==> src/rtl/dct_block_fetch.sv <==
// Walks the input image SRAM in 8x8-block order, level-shifts each pixel by -128 and
// streams one 64-bit block row per handshake to the DCT core through a 2-entry skid FIFO.
module dct_block_fetch #(
    parameter int unsigned IMG_W_WORDS = 64,
    parameter int unsigned IMG_H_BLKS  = 64,
    parameter int unsigned AW          = 15
) (
    input  logic          clk_i,
    input  logic          rst_ni,
    input  logic          start_i,
    output logic          mem_rd_en_o,
    output logic [AW-1:0] mem_addr_o,
    input  logic [63:0]   mem_rdata_i,
    output logic          out_valid_o,
    input  logic          out_ready_i,
    output logic [63:0]   out_data_o,
    output logic [2:0]    out_row_o,
    output logic          out_blk_last_o,
    output logic          busy_o,
    output logic          done_o
);

    localparam int unsigned BcW = (IMG_W_WORDS > 1) ? $clog2(IMG_W_WORDS) : 1;
    localparam int unsigned BrW = (IMG_H_BLKS > 1) ? $clog2(IMG_H_BLKS) : 1;
    localparam logic [BcW-1:0] BcMax = BcW'(IMG_W_WORDS - 1);
    localparam logic [BrW-1:0] BrMax = BrW'(IMG_H_BLKS - 1);

    typedef enum logic [1:0] {StIdle, StRun, StDrain, StDone} state_e;

    state_e         state_q;
    logic [2:0]     r_q;
    logic [BcW-1:0] bc_q;
    logic [BrW-1:0] br_q;

    // Read issued last cycle; its tags wait here until the data lands.
    logic           inflight_q;
    logic [2:0]     infl_row_q;
    logic           infl_last_q;

    logic [63:0]    fifo_data_q [2];
    logic [2:0]     fifo_row_q  [2];
    logic           fifo_last_q [2];
    logic           wptr_q;
    logic           rptr_q;
    logic [1:0]     count_q;

    logic           pop;
    logic           last_word;
    logic [2:0]     occupancy;
    logic [1:0]     count_d;
    logic [63:0]    shifted;

    always_comb begin
        out_valid_o    = (count_q != 2'd0);
        out_data_o     = fifo_data_q[rptr_q];
        out_row_o      = fifo_row_q[rptr_q];
        out_blk_last_o = fifo_last_q[rptr_q];
        busy_o         = (state_q != StIdle);
        done_o         = (state_q == StDone);

        pop       = out_valid_o && out_ready_i;
        last_word = (r_q == 3'd7) && (bc_q == BcMax) && (br_q == BrMax);

        // Slots already committed after this cycle's pop; a new read needs one free.
        occupancy   = {1'b0, count_q} + {2'b00, inflight_q} - {2'b00, pop};
        mem_rd_en_o = (state_q == StRun) && (occupancy < 3'd2);
        count_d     = count_q + {1'b0, inflight_q} - {1'b0, pop};

        mem_addr_o = AW'(((32'(br_q) << 3) + 32'(r_q)) * IMG_W_WORDS + 32'(bc_q));

        // Flipping bit 7 of each byte is p - 128 in two's complement.
        shifted = mem_rdata_i ^ {8{8'h80}};
    end

    always_ff @(posedge clk_i or negedge rst_ni) begin
        if (!rst_ni) begin
            state_q     <= StIdle;
            r_q         <= '0;
            bc_q        <= '0;
            br_q        <= '0;
            inflight_q  <= 1'b0;
            infl_row_q  <= '0;
            infl_last_q <= 1'b0;
            wptr_q      <= 1'b0;
            rptr_q      <= 1'b0;
            count_q     <= '0;
            for (int i = 0; i < 2; i++) begin
                fifo_data_q[i] <= '0;
                fifo_row_q[i]  <= '0;
                fifo_last_q[i] <= 1'b0;
            end
        end else begin
            inflight_q <= mem_rd_en_o;
            if (mem_rd_en_o) begin
                infl_row_q  <= r_q;
                infl_last_q <= last_word;
            end

            if (inflight_q) begin
                fifo_data_q[wptr_q] <= shifted;
                fifo_row_q[wptr_q]  <= infl_row_q;
                fifo_last_q[wptr_q] <= infl_last_q;
                wptr_q              <= ~wptr_q;
            end
            if (pop) begin
                rptr_q <= ~rptr_q;
            end
            count_q <= count_d;

            // Row is the fastest index, then block column, then block row.
            if (mem_rd_en_o) begin
                if (r_q == 3'd7) begin
                    r_q <= '0;
                    if (bc_q == BcMax) begin
                        bc_q <= '0;
                        if (br_q == BrMax) begin
                            br_q <= '0;
                        end else begin
                            br_q <= br_q + 1'b1;
                        end
                    end else begin
                        bc_q <= bc_q + 1'b1;
                    end
                end else begin
                    r_q <= r_q + 3'd1;
                end
            end

            case (state_q)
                StIdle: begin
                    if (start_i) begin
                        state_q <= StRun;
                    end
                end
                StRun: begin
                    if (mem_rd_en_o && last_word) begin
                        state_q <= StDrain;
                    end
                end
                // Leave on the cycle of the final pop so done follows it by one cycle.
                StDrain: begin
                    if (count_d == 2'd0) begin
                        state_q <= StDone;
                    end
                end
                StDone: begin
                    state_q <= StIdle;
                end
                default: begin
                    state_q <= StIdle;
                end
            endcase
        end
    end

endmodule

==> config.mk <==
export PLATFORM = sky130hd
export DESIGN_NAME = dct_block_fetch
export DESIGN_NICKNAME = d
export VERILOG_FILES = /design/src/rtl/dct_block_fetch.sv
export SDC_FILE = /design/constraint.sdc
export NUM_CORES = 1
export LEC_CHECK = 0
export BUFFER_PORTS_ARGS = -buffer_cell sky130_fd_sc_hd__buf_4
export CAP_MARGIN = 20
export CORE_ASPECT_RATIO = 2
export CORE_UTILIZATION = 45
export CTS_CLUSTER_DIAMETER = 200
export DETAILED_ROUTE_END_ITERATION = 7
export PLACE_DENSITY = 0.77
export RECOVER_POWER = 50
export SKIP_LAST_GASP = 1
export SYNTH_ARGS = -nofsm -noshare
export SYNTH_HDL_FRONTEND = slang
export SYNTH_SLANG_ARGS = --single-unit
==> constraint.sdc <==
create_clock -name clk_i -period 3.49 [get_ports clk_i]
set_clock_uncertainty 0.05 [all_clocks]
set_input_delay 0.5235 -clock clk_i [delete_from_list [all_inputs] [get_ports clk_i]]
set_output_delay 0.5235 -clock clk_i [all_outputs]
set_load 0.02 [all_outputs]
# --- Yosys cells after proc, flatten, opt, wreduce, memory -nomap -nowiden ---
# Cells that the tools add are included.
op_classes:
  addsub: 9
  magnitude_cmp: 4
  n_eq_ne: 9
  mux: 25
  n_bitwise: 5
  reduce_logical: 13
ops:
  columns: ["operator", "count"]
  rows:
  - ["$mux 64", 4]
  - ["$bwmux 128", 1]
  - ["$demux 64 s1", 1]
  - ["$add 15x6->15", 1]
  - ["$mux 3", 5]
  - ["$add 6x1->6 const B", 2]
  - ["$eq 6x6->1 const B", 2]
  - ["$mux 6", 2]
  - ["$add 9x3->9", 1]
  - ["$not 8->8", 1]
  - ["$pmux 2 s4", 1]
  - ["$bwmux 6", 1]
  - ["$logic_and 1x1->1", 6]
  - ["$mux 2", 3]
  - ["$reduce_and 3->1", 2]
  - ["$eq 2x2->1 const B", 2]
  - ["$ge 2x2->1 const B", 2]
  - ["$logic_not 2->1", 2]
  - ["$mux 1", 4]
  - ["$ne 2x2->1 const B", 2]
  - ["$not 1->2", 2]
  - ["$reduce_bool 2->1", 2]
  - ["$add 2x1->3", 1]
  - ["$add 3x1->3 const B", 1]
  - ["13 further kinds", 14]
word_totals:
  regBits: 162
  inputBits: 68
  out_inout_bits: 87

# --- Longest topological paths before layout ---
logic_depth:
  ltp_word: 8
  ltp_mapped: 12

# --- Worst setup path before layout ---
# OpenSTA, ideal clock, no wires.
synth_timing:
  kind: "register -> output"
  from: "register count_q[1]"
  to: "output port mem_rd_en_o"
  t_arrival_ps: 2295
  required_ps: 2917
  setup_slack_ps: 621
  stages_incl_launch_ff: 11
  cell_sequence: "dfrtp_1 -> inv_1 -> nand2_1 -> and2_1 -> ha_1 -> inv_1 -> ha_1 -> fa_1 -> xor2_2 -> and3b_2 -> buf_4"
synth_between:
  elab_chain_cells: 5
  word_cells_on_any_way: 6
  cone_classes: "add/sub: 2; order compare: 1; reduce/logical: 3"
synth_lines:
  columns: ["item", "line_no", "rtl"]
  rows:
  - ["start: declaration", "45", "logic [1:0] count_q;"]
  - ["start signal: assignment", "108", "count_q <= count_d;"]
  - ["$reduce_bool 2->1", "54", "out_valid_o = (count_q != 2'd0);"]
  - ["via out_valid_o", "14", "output logic out_valid_o,"]
  - ["$logic_and 1x1->1", "61", "pop = out_valid_o && out_ready_i;"]
  - ["via pop", "47", "logic pop;"]
  - ["$sub 3x1->3", "65", "occupancy = {1'b0, count_q} + {2'b00, inflight_q} - {2'b00, pop};"]
  - ["$lt 3x2->1", "66", "mem_rd_en_o = (state_q == StRun) && (occupancy < 3'd2);"]
  - ["$logic_and 1x1->1", "66", null]
  - ["end: declaration", "11", "output logic mem_rd_en_o,"]
# The timed path passes the listed nets, and every way through them passes these cells.

# --- Final worst setup path ---
layout_timing:
  from: "register count_q[1]"
  to: "output port mem_rd_en_o"
layout_between:
  elab_chain_cells: 5
  word_cells_on_any_way: 6
  cone_classes: "add/sub: 2; order compare: 1; reduce/logical: 3"
layout_lines:
  columns: ["item", "line_no"]
  rows:
  - ["$reduce_bool 2->1", "54"]
  - ["$logic_and 1x1->1", "61"]
  - ["via pop", "47"]
  - ["$sub 3x1->3", "65"]
  - ["$lt 3x2->1", "66"]
  - ["$logic_and 1x1->1", "66"]
# The timed path passes the listed nets, and every way through them passes these cells.

==> results.yml <==
outcome:
  outcome: "finished, violations left"
  violations: "capacitance limit, slew limit"
cells_and_area:
  final_cells: 996
  antennaDiodeCount: 0
  syn_to_final_growth_pct: 26.6
  nNetsFinal: 865
  drive_gt1_frac: 0.404
logic_synthesis:
  synthTopCellsByCount: "nand2_1, dfrtp_1, mux2_2"
  synth_most_common_cell: "nand2_1"
  ys_seq_area_frac: 0.566
  ys_top_cells_by_area: "dfrtp_1, mux2_2, nand2_1, ha_1, o21ai_0"
  synth-edff-count: 0
  netlist_area_mm2: 0.00717
  yosysTopAreaCellShare: 0.566
  synth_ff_type: "dfrtp_1"
  yosys_warnings: 0
  ys_async_sr_fraction: 1.00
  syn_inst: 638
  yosys.area.top_type: "dfrtp_1"
  synth_seq_cells: 162
  synth.avg_cell_area_um2: 11.2
  syn_nets: 718
  synth_cell_types: 37
critical_path:
  crit_fanout: 5
  worst_path_max_delay_cell: "dfrtp_1"
  critPathMaxStageDelay_ns: 0.41
  arrival_ns: 2.74
  cp.required_ns: 2.92
  critPathCaptureType: "output pin"
  setup.worst_path.start_class: "flip-flop"
  crit_chain: "inv_1 -> nand2_1 -> and2_1 -> ha_1 -> inv_1 -> ha_1 -> fa_1 -> xor2_2 -> and3b_2 -> buf_4"
  path_class: "reg -> out"
placement:
  place.gp.congestion: 0.774
  dp_cells: 963
  portBuffers: 154
  hpwl_mm: 11.1
drt:
  viasPerCell: 5.12
  finalWirelength_mm: 16.3
  ant_nets: 0
  dr.first_iter.drc_count: 215
  drt_pass1_iterations: 5
  vias: 5101
  wl_per_cell_um: 16.4
  drc: 0
clock_network:
  cts_inserted_buffers: 17
  post_cts_buffers: 1
  clockBufferDepth: 2
  cts_max_level: 4
  clkSinkCount: 162
  clkLatencyLatePin_ns: 0.43
  cts_resized: 0
  clk_pin_slew_worst_paths_ns: 0.07
  cts_hold_buf: 0
  cts_root_buf: "clkbuf_16"
  cts_tree: "built"
global_route:
  antenna_found_initial: 0
  grt_pass1_wl_mm: 27.0
  first_global_vias: 5438
  grt_overflow: 0
  track_usage: 0.211
  grt_max_degree: 78
die:
  die_h_um: 180
  rows: 64
  die_w_um: 91.2
  start_util: 0.464
  io_pins: 155
  die-area_mm2: 0.0165
  core_area_mm2: 0.0155
power:
  p_sw_frac: 0.373
  power_frac_clock: 0.196
  p_per_area_mw_per_mm2: 1060
  p_seq_frac: 0.337
  power.switching_w: 0.00359
  p_comb_frac: 0.467
  p_int_w: 0.00603
  ir_worst_vdd_mv: 0.511
  p_leak_nw: 4.45
hold_path:
  hold_path_class: "in -> reg"
sta:
  worst_pin_slew_ns: 1.89
  finalHoldViolCount: 0
  relSlewSlack: -0.258
  max_freq_ghz: 0.302
  tns_ns: 0
  rsz0062_at_grt: "false"
  slew_viol_final: 76
  finalCriticalPeriod_ns: 3.31
  timing.hold.ws_ns: 0.240
  finalSetupViolCount: 0
  fin_crit_sh: 0.950
job:
  cap_violations: 1
==> layout by cell type (no fill, tap or decap), drive strengths merged, types with 2 or more instances in the layout <==
| cell type | netlist | layout |
|---|---|---|
| nand2 | 212 | 212 |
| dfrtp | 162 | 162 |
| buf | 23 | 148 |
| mux2 | 132 | 132 |
| clkbuf | 11 | 33 |
| o21ai | 26 | 26 |
| inv | 11 | 16 |
| ha | 11 | 11 |
| clkinv | 0 | 6 |
| nand3 | 5 | 5 |
| nand4 | 5 | 5 |
| nor2 | 4 | 4 |
| xnor2 | 4 | 4 |
| a21oi | 4 | 4 |
| and2 | 4 | 4 |
| xor2 | 3 | 3 |
| or3 | 2 | 2 |
| o31ai | 2 | 2 |
| bufinv | 0 | 2 |
| and3b | 2 | 2 |
| nor2b | 2 | 2 |
| and3 | 2 | 2 |
==> layer usage <==
metal / wire (um) / track usage
met3: 628 / 0.0473
met4: 506 / 0.102
met5: 0 / 0
met1: 5880 / 0.217
met2: 9270 / 0.396
==> final cells by class <==
class / instances / area (um^2)
Fill cell: 1328 / 6380
Sequential cell: 162 / 4060
Multi-Input combinational cell: 431 / 2920
Timing Repair Buffer: 162 / 1200
Clock buffer: 19 / 453
Tap cell: 198 / 248
Clock inverter: 13 / 149
Inverter: 11 / 41.3
==> flip-flops by register name (all words and copies together), names as in the netlist, 2 cells and up <==
name / count
bc_q: 6
br_q: 6
count_q: 2
fifo_data_q: 128
fifo_last_q: 2
fifo_row_q: 6
infl_row_q: 3
r_q: 3
state_q: 2
==> kinds of logic (layout without fill, tap and decap cells) <==
group                      count (synthesis)  after routing  share of synthesized area
muxes                                    132            132                      0.207
AOI/OAI and AO/OA                         37             37                     0.0283
and+or+nand+nor                          243            243                      0.139
xor gates and xnor gates                   7              7                    0.00960
DFF                                      162            162                      0.566
buffers and inverters                     45            205                     0.0283
adders and majority gates                 12             12                     0.0220
==> power groups by stage <==
stage          sequential, W  clock (W)  combinational, W
6_report             0.00324    0.00189           0.00449
5_1_grt              0.00336    0.00201           0.00486
4_1_cts              0.00325    0.00193           0.00458
3_5_place_dp         0.00328          0           0.00453
3_3_place_gp         0.00324          0           0.00445
2_1_floorplan        0.00312          0           0.00301
==> final timing paths <==
path                                       from              end  slack [ns]  cells past startpoint
min in group asynchronous                rst_ni       state_q[1]        0.57                      1
worst min register to register  fifo_data_q[92]  fifo_data_q[92]        0.42                      2
worst max-delay path                 count_q[1]      mem_rd_en_o        0.18                     10
max in group asynchronous                rst_ni  fifo_data_q[90]        1.27                      2
worst min-delay path            mem_rdata_i[15]  fifo_data_q[79]        0.24                      2
worst max register to register       count_q[1]       state_q[1]        0.54                     11
==> critical path, delay by kind of cell, from the launching register on <==
family                     cells  cell delay, ns
and+or+nand+nor                3            0.52
DFF                            1            0.41
adders and majority gates      3            0.86
buffers and inverters          3            0.30
xor gates and xnor gates       1            0.23
==> through the flow <==
| step | setup WS, ns | total power, W | util | instance area (um^2) |
|---|---|---|---|---|
| 4_1_cts | 0.158 | 0.00976 | 0.591 | 9130 |
| 6_report | 0.175 | 0.00962 | 0.587 | 9070 |
| 3_3_place_gp | 0.483 | 0.00770 | 0.551 | 8520 |
| 3_5_place_dp | 0.455 | 0.00781 | 0.551 | 8520 |
| 2_1_floorplan | 0.621 | 0.00613 | - | 7170 |
| 5_1_grt | 0.0293 | 0.0102 | 0.587 | 9070 |
No activity file was read; power rests on OpenSTA's default activity.
